<file path="config.mk">
export PLATFORM = sky130hd
export DESIGN_NAME = fll_cfg_ctrl
export DESIGN_NICKNAME = d
export VERILOG_FILES = /design/src/rtl/fll_cfg_ctrl.sv
export SDC_FILE = /design/constraint.sdc
export NUM_CORES = 1
export LEC_CHECK = 0
export CORE_ASPECT_RATIO = 0.8
export CORE_MARGIN = 5
export CORE_UTILIZATION = 24
export DETAILED_ROUTE_END_ITERATION = 8
export GPL_TIMING_DRIVEN = 0
export PLACE_DENSITY = 0.53
export RECOVER_POWER = 100
export SYNTH_ARGS = -nofsm -noshare
export SYNTH_HDL_FRONTEND = slang
export SYNTH_SLANG_ARGS = --single-unit
</file>
<file path="constraint.sdc">
create_clock -name clk_i -period 5.7 [get_ports clk_i]
set_input_delay 1.14 -clock clk_i [delete_from_list [all_inputs] [get_ports clk_i]]
set_output_delay 1.14 -clock clk_i [all_outputs]
set_load 0.005 [all_outputs]
</file>
<file path="src/rtl/fll_cfg_ctrl.sv">
// fll_cfg_ctrl: sequencer for the FLL macro configuration port.
// Brings the FLL out of reset, writes two boot words, waits for lock, then
// serves single SoC read/write accesses over the 4-phase req/ack cfg port.
//
// Handshakes:
//   SoC side : sw_gnt_o is asserted combinationally in the cycle where the
//              controller is READY and sw_req_i is high; the request is taken
//              on that clock edge. Exactly one sw_rvalid_o pulse follows per
//              grant, carrying sw_rdata_o (reads) and sw_err_o.
//   FLL side : 4-phase. req rises with addr/wdata/wr_n stable, stays high
//              until synchronised ack is high (or timeout), then drops; the
//              next req only starts after synchronised ack has been seen low.
module fll_cfg_ctrl #(
  parameter bit          BOOT_EN      = 1'b1,
  parameter logic [31:0] BOOT_CFG1    = 32'h0000_0000,
  parameter logic [31:0] BOOT_CFG2    = 32'h0000_0000,
  parameter int unsigned RST_CYCLES   = 16,
  parameter int unsigned ACK_TIMEOUT  = 256,
  parameter int unsigned LOCK_TIMEOUT = 65535
) (
  input  logic        clk_i,
  input  logic        rst_ni,
  input  logic        sw_req_i,
  input  logic        sw_we_i,
  input  logic [1:0]  sw_addr_i,
  input  logic [31:0] sw_wdata_i,
  output logic        sw_gnt_o,
  output logic        sw_rvalid_o,
  output logic [31:0] sw_rdata_o,
  output logic        sw_err_o,
  output logic        fll_rst_no,
  output logic        fll_req_o,
  input  logic        fll_ack_i,
  output logic [1:0]  fll_addr_o,
  output logic [31:0] fll_wdata_o,
  output logic        fll_wr_no,
  input  logic [31:0] fll_rdata_i,
  input  logic        fll_lock_i,
  output logic        ready_o,
  output logic        locked_o,
  output logic        boot_err_o
);

  typedef enum logic [2:0] {
    ST_RST_HOLD, ST_BOOT1, ST_BOOT2, ST_WAIT_LOCK, ST_READY, ST_ACCESS
  } state_e;

  // Transfer sub-phase used inside BOOT1/BOOT2/ACCESS.
  typedef enum logic [1:0] {XF_WAIT_ACK, XF_WAIT_LOW, XF_DONE} xfer_e;

  localparam logic [15:0] RST_LAST  = 16'(RST_CYCLES - 1);
  localparam logic [15:0] ACK_LAST  = 16'(ACK_TIMEOUT - 1);
  localparam logic [15:0] LOCK_LAST = 16'(LOCK_TIMEOUT - 1);

  state_e      state_q, state_d;
  xfer_e       xph_q, xph_d;
  logic [15:0] cnt_q, cnt_d;
  logic        ack_s1_q, ack_s2_q, lock_s1_q, lock_s2_q;
  logic        rst_n_q, rst_n_d;
  logic        req_q, req_d;
  logic        wr_n_q, wr_n_d;
  logic [1:0]  addr_q, addr_d;
  logic [31:0] wdata_q, wdata_d;
  logic [31:0] rdata_q, rdata_d;
  logic        xerr_q, xerr_d;
  logic        boot_err_q, boot_err_d;

  logic        xfer_busy, xfer_done, sw_done;
  logic        start_xfer, start_wr_n;
  logic [1:0]  start_addr;
  logic [31:0] start_wdata;

  // Two-flop synchronisers for the asynchronous ack and lock inputs.
  always_ff @(posedge clk_i) begin
    if (!rst_ni) begin
      ack_s1_q  <= 1'b0;
      ack_s2_q  <= 1'b0;
      lock_s1_q <= 1'b0;
      lock_s2_q <= 1'b0;
    end else begin
      ack_s1_q  <= fll_ack_i;
      ack_s2_q  <= ack_s1_q;
      lock_s1_q <= fll_lock_i;
      lock_s2_q <= lock_s1_q;
    end
  end

  // State and output registers; reset aborts any transfer immediately.
  always_ff @(posedge clk_i) begin
    if (!rst_ni) begin
      state_q    <= ST_RST_HOLD;
      xph_q      <= XF_WAIT_ACK;
      cnt_q      <= '0;
      rst_n_q    <= 1'b0;
      req_q      <= 1'b0;
      wr_n_q     <= 1'b1;
      addr_q     <= '0;
      wdata_q    <= '0;
      rdata_q    <= '0;
      xerr_q     <= 1'b0;
      boot_err_q <= 1'b0;
    end else begin
      state_q    <= state_d;
      xph_q      <= xph_d;
      cnt_q      <= cnt_d;
      rst_n_q    <= rst_n_d;
      req_q      <= req_d;
      wr_n_q     <= wr_n_d;
      addr_q     <= addr_d;
      wdata_q    <= wdata_d;
      rdata_q    <= rdata_d;
      xerr_q     <= xerr_d;
      boot_err_q <= boot_err_d;
    end
  end

  // Next-state logic: shared transfer engine plus top-level sequencing.
  always_comb begin
    state_d     = state_q;
    xph_d       = xph_q;
    cnt_d       = cnt_q;
    rst_n_d     = rst_n_q;
    req_d       = req_q;
    wr_n_d      = wr_n_q;
    addr_d      = addr_q;
    wdata_d     = wdata_q;
    rdata_d     = rdata_q;
    xerr_d      = xerr_q;
    boot_err_d  = boot_err_q;
    xfer_done   = 1'b0;
    start_xfer  = 1'b0;
    start_wr_n  = 1'b1;
    start_addr  = '0;
    start_wdata = '0;

    xfer_busy = ((state_q == ST_BOOT1) || (state_q == ST_BOOT2) ||
                 (state_q == ST_ACCESS)) && (xph_q != XF_DONE);

    // Phase 1 waits for ack high (or timeout), phase 2 for ack low (or timeout).
    if (xfer_busy) begin
      unique case (xph_q)
        XF_WAIT_ACK: begin
          if (ack_s2_q) begin
            rdata_d = fll_rdata_i;
            req_d   = 1'b0;
            xph_d   = XF_WAIT_LOW;
            cnt_d   = '0;
          end else if (cnt_q == ACK_LAST) begin
            req_d   = 1'b0;
            xerr_d  = 1'b1;
            xph_d   = XF_WAIT_LOW;
            cnt_d   = '0;
          end else begin
            cnt_d   = cnt_q + 16'd1;
          end
        end
        XF_WAIT_LOW: begin
          if (!ack_s2_q || (cnt_q == ACK_LAST)) begin
            xfer_done = 1'b1;
            cnt_d     = '0;
          end else begin
            cnt_d     = cnt_q + 16'd1;
          end
        end
        default: ;
      endcase
    end

    unique case (state_q)
      ST_RST_HOLD: begin
        if (cnt_q == RST_LAST) begin
          rst_n_d = 1'b1;
          cnt_d   = '0;
          if (BOOT_EN) begin
            state_d     = ST_BOOT1;
            start_xfer  = 1'b1;
            start_wr_n  = 1'b0;
            start_addr  = 2'd1;
            start_wdata = BOOT_CFG1;
          end else begin
            state_d = ST_READY;
          end
        end else begin
          cnt_d = cnt_q + 16'd1;
        end
      end
      ST_BOOT1: begin
        if (xfer_done) begin
          boot_err_d  = boot_err_q | xerr_q;
          state_d     = ST_BOOT2;
          start_xfer  = 1'b1;
          start_wr_n  = 1'b0;
          start_addr  = 2'd2;
          start_wdata = BOOT_CFG2;
        end
      end
      ST_BOOT2: begin
        if (xfer_done) begin
          boot_err_d = boot_err_q | xerr_q;
          state_d    = ST_WAIT_LOCK;
        end
      end
      ST_WAIT_LOCK: begin
        if (lock_s2_q) begin
          state_d = ST_READY;
        end else if (cnt_q == LOCK_LAST) begin
          boot_err_d = 1'b1;
          state_d    = ST_READY;
        end else begin
          cnt_d = cnt_q + 16'd1;
        end
      end
      ST_READY: begin
        if (sw_req_i) begin
          state_d     = ST_ACCESS;
          start_xfer  = 1'b1;
          start_wr_n  = ~sw_we_i;
          start_addr  = sw_addr_i;
          start_wdata = sw_wdata_i;
        end
      end
      ST_ACCESS: begin
        // The DONE phase is the rvalid cycle; READY (and a new grant) follows.
        if (xph_q == XF_DONE) begin
          state_d = ST_READY;
        end else if (xfer_done) begin
          xph_d = XF_DONE;
        end
      end
      default: state_d = ST_RST_HOLD;
    endcase

    if (start_xfer) begin
      req_d   = 1'b1;
      wr_n_d  = start_wr_n;
      addr_d  = start_addr;
      wdata_d = start_wdata;
      xph_d   = XF_WAIT_ACK;
      cnt_d   = '0;
      xerr_d  = 1'b0;
    end
  end

  assign sw_done     = (state_q == ST_ACCESS) && (xph_q == XF_DONE);
  assign ready_o     = (state_q == ST_READY);
  assign sw_gnt_o    = rst_ni && ready_o && sw_req_i;
  assign sw_rvalid_o = sw_done;
  assign sw_rdata_o  = (sw_done && wr_n_q) ? rdata_q : '0;
  assign sw_err_o    = sw_done && xerr_q;
  assign fll_rst_no  = rst_n_q;
  assign fll_req_o   = req_q;
  assign fll_addr_o  = addr_q;
  assign fll_wdata_o = wdata_q;
  assign fll_wr_no   = wr_n_q;
  assign locked_o    = lock_s2_q;
  assign boot_err_o  = boot_err_q;

endmodule
</file>
==> impl_metrics.yaml <==
pwr:
  pwr-share-comb_pct: 13.1
  pwr-share-seq_pct: 44.7
  internal_power_w: 0.00116
  p_switching_w: 0.000405
  ir_worst_vdd_uv: 143
  powerDensity_mw_per_mm2: 238
  power_w: 0.00156
  p_leak_nw: 2.63
  p_sw_share_pct: 25.9
  clock_power_share_pct: 42.2
cts:
  worstSkewPairLatency_ns: 0.34
  cts_resized: 0
  tritoncts: "yes"
  cts_setup_buffers: 0
  numCtsBuffers: 9
  clk_pin_slew_worst_paths_ns: 0.07
  root_buffer: "clkbuf_16"
  cts_max_level: 3
  cts_sinks: 96
  cts_hold_buf: 0
  clockBufferDepth: 2
setup_path:
  required_ns: 4.56
  slowest_delay_ns: 0.60
  cp-end-kind: "primary output"
  critical_path_arrival_ns: 3.58
  crit_fanout: 10
  worstPathCellList: "dlygate4sd3_1 > nor2b_1 > nor2b_1 > clkbuf_1 > clkbuf_1 > and2_1 > clkdlybuf4s50_1"
  startpoint_type: "input pin"
  slowest_stage: "dlygate4sd3_1"
  worstSetupPathType: "in2out"
global_routing:
  grt_pass1_vias: 4417
  antenna_found_initial: 1
  grtUsageMet3_pct: 4.80
  grtUsageTotal_pct: 13.8
  top_usage_layer: "met2"
  grt_max_degree: 17
  grtUsageMet2_pct: 20.5
  grt_overflow: 0
  grt_util_met1_pct: 19.5
  grt_first_pass_wirelength_mm: 24.5
detailed_routing:
  num_vias: 4545
  drt_drc_violations_left: 0
  drt-vias-per-instance: 4.66
  routed_wl_mm: 15.2
  firstDrtPassIters: 7
  drt.antenna.violating_nets: 0
  drtIter0Drc: 376
  routedWlPerCell_um: 15.6
yosys:
  yosysWarnings: 0
  ys_seq_elements: 96
  synth_top_area_share_pct: 42.4
  ys.flop_type: "dfxtp_1"
  yosys.area.top_type: "dfxtp_1"
  synth_area_leaders: "dfxtp_1 (42%), nand2_1 (6.9%), a21oi_1 (6.4%), and3_1 (5.5%), a22oi_1 (5.5%)"
  syn_nets: 629
  async_flop_share_pct: 0
  synth_edf_count: 0
  synth_area_mm2: 0.00453
  seq_area_frac_synth_pct: 42.4
  synth.distinct_cells: 61
  synth_cells: 555
  syn_avg_cell_area_um2: 8.17
hold_path:
  min_path_type: "reg2reg"
finish:
  drive_gt1_share_pct: 6.28
  nets: 786
  fin_area_mm2: 0.00658
  area_delta_synth_final_pct: 45.2
  mostFrequentLayoutCell: "dfxtp_1"
  nFillCells: 1998
  layout_common_cells: "dfxtp_1 (96), nand2_1 (83), dlygate4sd3_1 (76), clkdlybuf4s50_1 (70), a21oi_1 (59)"
placement:
  dp_hpwl_mm: 11.2
  globalplace.congestion: 0.843
  postPlaceCellArea_mm2: 0.00632
  portBuffers: 146
die:
  ios: 147
  core_region_area_mm2: 0.0187
  dieWidth_um: 164
  start_util_pct: 24.2
  die_y_um: 133
  num_rows: 45
  die_area_mm2: 0.0218
timing:
  worst_slew_pin_slew_ns: 0.885
  setup_tns_ns: 0
  min_period_ns: 4.72
  layout_worst_path_cycle_share_pct: 82.8
  rsz0062_at_grt: "false"
  fmax_mhz: 212
  skew_ns: 0.00973
  maxSlewHeadroom_pct: 40.9
  drv_slew: 0
  setup_viol: 0
  holdWs_ns: 0.434
  finalHoldViolations: 0
job:
  drv_cap: 0
status:
  status: "finished, final reports clean"
path summary, 6_finish.rpt:
path	endpoint	depth (start not counted)	from	slack, ns
setup reg to reg	fll_wr_no	8	cnt_q[0]	2.69
hold / removal	locked_o	1	lock_s1_q	0.43
setup / recovery	sw_gnt_o	7	sw_req_i	0.98
hold reg to reg	locked_o	1	lock_s1_q	0.43
synth_stat cells, types with 3 or more instances:
cell      instances
a211oi_1          4
a21oi_1          58
a22oi_1          33
a311oi_1          4
a31oi_1           4
and2_1            9
and3_1           40
buf_2             9
buf_6             6
clkbuf_1         24
dfxtp_1          96
inv_1             5
mux2i_1           3
nand2_1          83
nand2b_1          5
nand3_1          11
nand3b_1          4
nand4_1           6
nor2_1           56
nor3_1            5
nor3b_1           3
nor4_1            4
o21ai_0          14
o22ai_1           4
or3_1             4
xnor2_1           8
logic make-up (layout without fill, tap and decap cells):
family,Yosys count,count (layout),synth area share [%]
DFF,96,96,42.4
other,0,1,0
muxes,3,3,0.662
and+or+nand+nor,249,249,28.2
adders and majority gates,2,2,0.552
AOI/OAI and AO/OA,145,145,20.8
xor gates and xnor gates,10,10,1.93
buffers and inverters,50,211,5.55
critical path, delay by kind of cell:
family | cells | cell delay, ns
and+or+nand+nor | 3 | 0.55
buffers and inverters | 4 | 1.90
through the flow:
stage          std cells  setup WS, ns  util (%)
2_1_floorplan        555          2.37         -
3_3_place_gp         959         0.990      33.7
3_5_place_dp         959         0.998      33.7
4_1_cts              974         0.986      35.4
5_1_grt              975         0.768      35.1
6_report             975         0.979      35.1
registers in the layout (all words and copies together), names as in the netlist, 2 cells and up:
signal       count
cnt_q           16
fll_addr_o       2
fll_wdata_o     32
rdata_q         32
state_q          3
xph_q            2
metal layers:
| metal | wire length [µm] | share of wire [%] |
|---|---|---|
| met1 | 7250 | 48 |
| met2 | 6470 | 43 |
| met3 | 1360 | 8.9 |
| met4 | 97 | 0.64 |
| met5 | 0 | 0 |
final cells by class:
cell class | instances | area, µm² | area share, %
sequential | 96 | 1920 | 29.2
inverter | 7 | 26.3 | 0.399
clock buffer | 9 | 225 | 3.42
timing repair buffer | 146 | 1460 | 22.2
tap | 258 | 323 | 4.91
multi-input combinational | 409 | 2330 | 35.4
antenna | 1 | 2.50 | 0.0380
clock inverter | 6 | 90.1 | 1.37
buffer | 43 | 201 | 3.06
power groups by stage:
stage | Sequential [W] | Clock [W] | Combinational, W
2_1_floorplan | 0.000710 | 0 | 0.000113
3_3_place_gp | 0.000714 | 0 | 0.000207
3_5_place_dp | 0.000714 | 0 | 0.000206
4_1_cts | 0.000699 | 0.000681 | 0.000207
5_1_grt | 0.000701 | 0.000707 | 0.000227
6_report | 0.000698 | 0.000660 | 0.000205
Note: power is estimated with default switching activity, not from simulation.
